<file path="config.mk">
export PLATFORM = sky130hd
export DESIGN_NAME = writeback_sequencer
export DESIGN_NICKNAME = d
export VERILOG_FILES = /design/src/rtl/writeback_sequencer.sv
export SDC_FILE = /design/constraint.sdc
export NUM_CORES = 1
export LEC_CHECK = 0
export CORE_ASPECT_RATIO = 1.5
export CORE_MARGIN = 2
export CORE_UTILIZATION = 35
export DETAILED_ROUTE_END_ITERATION = 16
export GPL_ROUTABILITY_DRIVEN = 0
export GPL_TIMING_DRIVEN = 1
export PLACE_DENSITY = 0.65
export SLEW_MARGIN = 20
export SYNTH_ARGS = -nofsm -noshare
export SYNTH_HDL_FRONTEND = slang
export SYNTH_SLANG_ARGS = --single-unit
</file>
<file path="constraint.sdc">
create_clock -name clk -period 8.4 [get_ports clk]
set_input_delay 2.52 -clock clk [delete_from_list [all_inputs] [get_ports clk]]
set_output_delay 2.52 -clock clk [all_outputs]
set_load 0.02 [all_outputs]
</file>
<file path="src/rtl/writeback_sequencer.sv">
// Feeds write_submodule one element per transaction from a small input FIFO,
// addressing base + i*ADDR_STEP, and reports job completion with the first failing index.
module writeback_sequencer #(
    parameter int unsigned ADDR_WDTH  = 16,
    parameter int unsigned DATA_WDTH  = 32,
    parameter int unsigned RESP_WDTH  = 2,
    parameter int unsigned CNT_WDTH   = 8,
    parameter int unsigned FIFO_DEPTH = 4,
    parameter int unsigned ADDR_STEP  = 4
) (
    input  logic                 clk,
    input  logic                 rst_n,
    input  logic                 job_start,
    input  logic [ADDR_WDTH-1:0] job_base,
    input  logic [CNT_WDTH-1:0]  job_count,
    output logic                 job_busy,
    output logic                 job_done,
    output logic                 job_err,
    output logic [CNT_WDTH-1:0]  err_index,
    output logic [RESP_WDTH-1:0] err_resp,
    input  logic                 in_valid,
    output logic                 in_ready,
    input  logic [DATA_WDTH-1:0] in_data,
    output logic                 wr_start,
    output logic [DATA_WDTH-1:0] wr_data,
    output logic [ADDR_WDTH-1:0] wr_addr,
    input  logic                 wr_done,
    input  logic [RESP_WDTH-1:0] wr_resp
);

    localparam int unsigned PTR_WDTH  = $clog2(FIFO_DEPTH);
    localparam int unsigned FCNT_WDTH = PTR_WDTH + 1;

    typedef enum logic [2:0] {
        IDLE,
        FETCH,
        ISSUE,
        WAIT,
        FINISH
    } state_e;

    state_e                 state_q, state_d;
    logic [ADDR_WDTH-1:0]   base_q, base_d;
    logic [CNT_WDTH-1:0]    count_q, count_d;
    logic [CNT_WDTH-1:0]    idx_q, idx_d;
    logic [CNT_WDTH-1:0]    acc_q, acc_d;
    logic                   err_q, err_d;
    logic [CNT_WDTH-1:0]    err_index_q, err_index_d;
    logic [RESP_WDTH-1:0]   err_resp_q, err_resp_d;
    logic [DATA_WDTH-1:0]   wr_data_q, wr_data_d;
    logic [ADDR_WDTH-1:0]   wr_addr_q, wr_addr_d;
    logic                   wr_start_q, wr_start_d;
    logic                   job_done_q, job_done_d;
    logic                   job_busy_q, job_busy_d;
    logic                   in_ready_q, in_ready_d;
    logic [PTR_WDTH-1:0]    rd_ptr_q, rd_ptr_d;
    logic [PTR_WDTH-1:0]    wr_ptr_q, wr_ptr_d;
    logic [FCNT_WDTH-1:0]   fcnt_q, fcnt_d;
    logic [DATA_WDTH-1:0]   fifo_mem_q [FIFO_DEPTH];

    logic                   push_c;
    logic                   pop_c;
    logic [ADDR_WDTH-1:0]   addr_off_c;

    assign push_c     = in_valid && in_ready_q;
    assign addr_off_c = ADDR_WDTH'(idx_q) * ADDR_WDTH'(ADDR_STEP);

    // Element storage; occupancy is tracked by the pointers, so no reset is needed here.
    always_ff @(posedge clk) begin
        if (push_c) begin
            fifo_mem_q[wr_ptr_q] <= in_data;
        end
    end

    // Next-state, datapath and registered-output logic.
    always_comb begin
        state_d     = state_q;
        base_d      = base_q;
        count_d     = count_q;
        idx_d       = idx_q;
        acc_d       = acc_q;
        err_d       = err_q;
        err_index_d = err_index_q;
        err_resp_d  = err_resp_q;
        wr_data_d   = wr_data_q;
        wr_addr_d   = wr_addr_q;
        rd_ptr_d    = rd_ptr_q;
        wr_ptr_d    = wr_ptr_q;
        fcnt_d      = fcnt_q;
        job_done_d  = 1'b0;
        pop_c       = 1'b0;

        case (state_q)
            IDLE: begin
                if (job_start) begin
                    base_d      = job_base;
                    count_d     = job_count;
                    idx_d       = '0;
                    acc_d       = '0;
                    err_d       = 1'b0;
                    err_index_d = '0;
                    err_resp_d  = '0;
                    state_d     = (job_count == '0) ? FINISH : FETCH;
                end
            end
            FETCH: begin
                if (fcnt_q != '0) begin
                    pop_c     = 1'b1;
                    wr_data_d = fifo_mem_q[rd_ptr_q];
                    wr_addr_d = base_q + addr_off_c;
                    state_d   = ISSUE;
                end
            end
            ISSUE: begin
                state_d = WAIT;
            end
            WAIT: begin
                if (wr_done) begin
                    if ((wr_resp != '0) && !err_q) begin
                        err_d       = 1'b1;
                        err_index_d = idx_q;
                        err_resp_d  = wr_resp;
                    end
                    idx_d   = idx_q + CNT_WDTH'(1);
                    state_d = (err_d || (idx_d == count_q)) ? FINISH : FETCH;
                end
            end
            FINISH: begin
                job_done_d = 1'b1;
                state_d    = IDLE;
            end
            default: begin
                state_d = IDLE;
            end
        endcase

        if (push_c) begin
            wr_ptr_d = wr_ptr_q + PTR_WDTH'(1);
            acc_d    = acc_q + CNT_WDTH'(1);
        end
        if (pop_c) begin
            rd_ptr_d = rd_ptr_q + PTR_WDTH'(1);
        end
        fcnt_d = fcnt_q + FCNT_WDTH'(push_c) - FCNT_WDTH'(pop_c);

        // Leftover elements of an aborted job are discarded.
        if (state_q == FINISH) begin
            rd_ptr_d = '0;
            wr_ptr_d = '0;
            fcnt_d   = '0;
        end

        wr_start_d = (state_d == ISSUE);
        job_busy_d = (state_d != IDLE);
        in_ready_d = (state_d != IDLE) && (state_d != FINISH)
                     && (fcnt_d != FCNT_WDTH'(FIFO_DEPTH))
                     && (acc_d < count_d) && !err_d;
    end

    always_ff @(posedge clk or negedge rst_n) begin
        if (!rst_n) begin
            state_q     <= IDLE;
            base_q      <= '0;
            count_q     <= '0;
            idx_q       <= '0;
            acc_q       <= '0;
            err_q       <= 1'b0;
            err_index_q <= '0;
            err_resp_q  <= '0;
            wr_data_q   <= '0;
            wr_addr_q   <= '0;
            wr_start_q  <= 1'b0;
            job_done_q  <= 1'b0;
            job_busy_q  <= 1'b0;
            in_ready_q  <= 1'b0;
            rd_ptr_q    <= '0;
            wr_ptr_q    <= '0;
            fcnt_q      <= '0;
        end else begin
            state_q     <= state_d;
            base_q      <= base_d;
            count_q     <= count_d;
            idx_q       <= idx_d;
            acc_q       <= acc_d;
            err_q       <= err_d;
            err_index_q <= err_index_d;
            err_resp_q  <= err_resp_d;
            wr_data_q   <= wr_data_d;
            wr_addr_q   <= wr_addr_d;
            wr_start_q  <= wr_start_d;
            job_done_q  <= job_done_d;
            job_busy_q  <= job_busy_d;
            in_ready_q  <= in_ready_d;
            rd_ptr_q    <= rd_ptr_d;
            wr_ptr_q    <= wr_ptr_d;
            fcnt_q      <= fcnt_d;
        end
    end

    assign job_busy  = job_busy_q;
    assign job_done  = job_done_q;
    assign job_err   = err_q;
    assign err_index = err_index_q;
    assign err_resp  = err_resp_q;
    assign in_ready  = in_ready_q;
    assign wr_start  = wr_start_q;
    assign wr_data   = wr_data_q;
    assign wr_addr   = wr_addr_q;

endmodule

</file>
# After elaboration in Yosys (flattened, before gate mapping)
# Memory sizes are Yosys's and may differ from the RTL's. A register that Yosys moved wholly into a read port is not among the register bits.
# Index checks and enable logic that the tools add are counted.
# op_classes
n_addsub,7
magnitude_cmp,1
eq_ne,11
mux,37
n_reduce_logical,22
# op_table
op,count
8-bit two-way mux,9
8-bit case mux with 2 select lines,2
3-bit two-way mux,6
16-bit by 10-bit adder with 16-bit output,1
8-bit by 1-bit adder with 8-bit output (second input constant),2
2-bit two-way mux,7
3-bit case mux with 4 select lines,1
1-bit two-way mux,10
3-bit by 2-bit equality test with 1-bit output (second input constant),3
8-bit equality test,1
8-bit zero test,1
8-bit < comparator,1
2-bit nonzero test,4
1-bit logical AND,6
2-bit != test (second input constant),3
3-bit != test (second input constant),2
3-bit nonzero test,2
2-bit by 1-bit adder with 2-bit output (second input constant),2
2-bit case mux with 2 select lines,1
2-bit AND reduction,2
4-bit AND reduction,1
3-bit by 1-bit adder with 3-bit output,1
3-bit by 1-bit equality test with 1-bit output (second input constant),1
3-bit equality test (second input constant),1
other kinds (6),8
# word_totals
register_bits,81
ramBits,128
input_bits,63
word_cells,95
memories,1
# mem_list
name,words,word_bits,rd,rd_clocked_by_memory_dff,write_ports,line,source
fifo_mem_q,4,32,1,1,1,59,logic [DATA_WDTH-1:0] fifo_mem_q [FIFO_DEPTH];

# Longest topological paths before layout
# logic_depth
depth_word,14
mapped_depth,17
depth_no_buf,13

# Worst setup path before layout
# Ideal clock, no wire load.
# synth_path
path_type,input -> register
startpoint,in job_start
endpoint,"reg in_ready_q, in the netlist in_ready"
t_arrival_ns,4.506
setup_slack_ns,3.794
cell_stages,11
n_path_buf,1
cell_sequence,nand2b_1 -> nor3_2 -> buf_2 -> nor2_1 -> o21ai_0 -> o21ai_0 -> ha_1 -> a21o_1 -> a221oi_1 -> nand4_1 -> a311oi_1
# synth_via
word_cells_on_any_way,17
classes_between,1 x order compare; 1 x eq/ne; 9 x mux; 6 x reduce/logical
# synth_lines
item,line,source
start: declaration,13,"input logic job_start,"
8-bit two-way mux,95,if (job_start) begin
8-bit two-way mux,93,case (state_q)
8-bit two-way mux,137,if (push_c) begin
via acc_d[4],46,"logic [CNT_WDTH-1:0] acc_q, acc_d;"
8-bit < comparator,157,&& (acc_d < count_d) && !err_d;
1-bit logical AND (2 in a row),157,
via in_ready_d,55,"logic in_ready_q, in_ready_d;"
end signal: assignment,193,in_ready_q <= in_ready_d;
end: declaration,55,
# The timed path passes the listed nets, and every way through them passes these cells.
# A chain may end at the register's enable or synchronous reset.

# Worst setup path in the final report
# Same ends and word-level chain as after synthesis.

==> impl_results.md <==
- Post-synth EDFFs: roughly 130
- Switch share: 0.339
- Layout Area Growth over Synthesis: 23.1%
- Psw: 1.41 mW
- Max IR drop VDD: 0.213 mV
- Endpoints failing setup: 0
- Cts bufs inserted: 24
- Core region area: 0.0286 mm2
- Synth Warn #: 0
- Crit-path cells: clkdlybuf4s50_1 -> nand2b_1 -> nor3_4 -> buf_4 -> nor2_1 -> o21ai_0 -> o21ai_0 -> ha_1 -> a21o_1 -> a221oi_1 -> nand4_1 -> a311oi_1
- Commonest non-fill, non-tap cell in the layout: nand2_1
- Setup bufs post-CTS: 0
- Crit path time final: 4.98 ns
- Syn avg cell area: around 13 um2
- Clock Pin Slew Worst Setup and Hold Paths: 0.06 ns
- Initial Utilization: 0.354
- Post-DRT Antenna Nets: 0
- Num ports: approximately 130
- Mapped Area: between 0.01 and 0.015 mm2
- Register bit total from synthesis: 241
- Post-synthesis cell count: between 700 and 800
- DRC Markers: 0
- Crit path capture: in_ready$_DFF_PN0_
- Required time worst endpoint: 8.82 ns
- Non-Filler Instances: 1289
- Final core occ: 0.437
- Worst EP arrival: approximately 5.4 ns
- Fmax: around 200 MHz
- Post-CTS Hold Buffers: 0
- Comb power frac: 0.343
- CP Launch Type: primary input
- Crit path from: job_start
- PwrDens: 332 mW/mm2
- Layout cells sized above 1: 0.0968
- IO buf count: 125
- LEAKAGE: about 4.9 nW
- Largest net degree at the start of global routing: 63
- Half-perimeter wire length after placement: between 10000 and 15000 um
- Cells after DPL: 1245
- Placed instance area: between 0.01 and 0.015 mm2
- Die area: 0.0304 mm2
- CP Class: in2reg
- Fin crit share: 0.593
- Final wirelength: 22200 um
- Count of max-cap constraint violations: 0
- Post-DR vias/cell: 4.80
- First DRT Iteration DRCs: around 230
- First-pass GRT wire length: approximately 35000 um
- Maximum clock path buffer count: 3
- Async set-reset flop share out of synthesis: 0.469
- Width of the die: approximately 140 um
- FP Rows: 76
- Syn Nets: 849
- Initial antenna violation count: 0
- Filler cells: 2644
- Overall Power: 4.15 mW
- Setup tns final: 0 ns
- CP endpoint kind: flip-flop
- Max-slew violations: 0
- RSZ-0062 raised after global routing: no
- Die Height: 213 um
- Worst stage delay on the critical path: 0.48 ns
- Pre-CTS setup slack: 2.82 ns
- Fin. Hold Viols: 0
- Worst-Skew Late Latency: approximately 0.52 ns
- H-tree depth: 1
- RR Endpoint: in_ready$_DFF_PN0_
- Synth Flop Type: edfxtp_1
- Register area share after synthesis: 0.658
- R2r worst-path depth: 11
- First-pass iteration count of the detailed router: 4
- Clock root cell: clkbuf_16
- Most frequent cells in the layout: nand2_1, edfxtp_1, clkdlybuf4s50_1
- TritonCTS clock tree: yes
- WHS: 0.468 ns
- Antenna Cells: 0
- Synth unique cells: 59
- WL/cell: around 17 um
- Total GRT Usage: 0.151
- Most used cell, CP: o21ai_0
- Post_cts resized: 0
- R2R Setup Slk: about 5.3 ns
- Max FO, Critical Path: 32
- Worst-Margin Slew: 0.956 ns
- Via count: 6186
- Grt ovf: 0
- Worst r2r src: state_q[2]$_DFF_PN0_
- Clock power share: 0.248
- Final non-filler cell area: approximately 0.012 mm2
- Slowest CP cell: clkdlybuf4s50_1
- Clock Skews: 0.0120 ns
- Post-route setup slack: between 3 and 4 ns
- Status: completed
- Final Net Count: 969
- Vias in the first global route: about 6.6k
- Internal power: roughly 2.7 mW
- Slew HR: 0.363
- Flop pwr share: 0.409
- Hold/Removal Path Class: reg2reg
- Clock sinks: 241
==> cell usage after synthesis, types with 3 or more instances <==
library cell	number	area, um2
a21oi_1	9	45.0
a22o_1	11	96.3
a31oi_1	3	18.8
and3_1	12	75.1
buf_1	3	11.3
buf_2	13	65.1
buf_4	6	45.0
clkbuf_1	13	48.8
dfrtp_1	113	2830
edfxtp_1	128	3840
ha_1	23	288
inv_1	17	63.8
mux2i_1	8	80.1
mux4_2	32	721
nand2_1	193	724
nand2b_1	4	25.0
nand3_1	9	45.0
nand4_1	5	31.3
nor2_1	23	86.3
nor2b_1	8	50.1
nor3_1	7	35.0
o2111ai_1	3	26.3
o211ai_1	3	22.5
o21a_1	3	22.5
o21ai_0	39	195
o21ai_1	3	15.0
o31ai_1	5	37.5
or3_1	4	25.0
xnor2_1	14	123
xor2_1	9	78.8
==> power by group through the flow <==
stage | Sequential (mW) | Combinational [mW] | Clock (mW)
after detailed placement | 1.73 | 1.45 | 0
after global placement | 1.72 | 1.43 | 0
final | 1.70 | 1.42 | 1.03
after floorplan | 1.80 | 0.849 | 0
after global routing | 1.74 | 1.59 | 1.11
after CTS | 1.71 | 1.45 | 1.06
==> logic make-up (layout without fill, tap and decap cells) <==
kind of cell             after synthesis  after routing  share of synthesized area
buffers and inverters                 55            193                     0.0256
XOR/XNOR                              23             23                     0.0199
AND/OR/NAND/NOR                      282            282                      0.122
adder cells (fa/ha/maj)               25             25                     0.0323
flip-flops                           241            241                      0.658
AO/OA/AOI/OAI                         95             95                     0.0641
multiplexers                          40             40                     0.0789
==> worst max-delay path, delay by kind of cell <==
kind	cells	cell delay, ns
fa+ha+maj	1	0.31
simple gates	4	0.58
compound gates	5	1.14
buf+inv	2	0.85
==> cell type report <==
cell class / count / area, um2 / share of cell area
clock buffers: 36 / 687 / 0.0550
clock inverters: 8 / 60.1 / 0.00481
inverters: 18 / 67.6 / 0.00541
multi-input cells: 465 / 3230 / 0.258
flip-flops and latches: 241 / 6670 / 0.534
well taps: 390 / 488 / 0.0391
repair buffers: 131 / 1290 / 0.104
==> routing by layer <==
layer | GRT usage | wire [um] | vias to the layer above
met5 | 0 | 0 | -
met4 | 0.0577 | 655 | 0
met3 | 0.0243 | 973 | 42
met2 | 0.282 | 11900 | 138
met1 | 0.170 | 8720 | 3027
li1 | - | - | 2979
==> flip-flops by register name, indices dropped and copies added (netlist names), 8 cells and up <==
register	cells
base_q	16
acc_q	8
count_q	8
fifo_mem_q	128
err_index	8
wr_addr	16
wr_data	32
idx_q	8
==> worst min path at each step <==
stage               slack, ns  cells past startpoint                     from                      end
finish                   0.47                      2  wr_data[25]$_DFFE_PN0P_  wr_data[25]$_DFFE_PN0P_
detailed placement       0.46                      2    base_q[1]$_DFFE_PN0P_   wr_addr[1]$_DFFE_PN0P_
CTS                      0.47                      2    base_q[1]$_DFFE_PN0P_   wr_addr[1]$_DFFE_PN0P_
global placement         0.45                      2    base_q[1]$_DFFE_PN0P_   wr_addr[1]$_DFFE_PN0P_
floorplan                0.44                      2    base_q[0]$_DFFE_PN0P_   wr_addr[0]$_DFFE_PN0P_
global route             0.49                      2  wr_data[10]$_DFFE_PN0P_  wr_data[10]$_DFFE_PN0P_
Power figures use the tool's default switching activity.
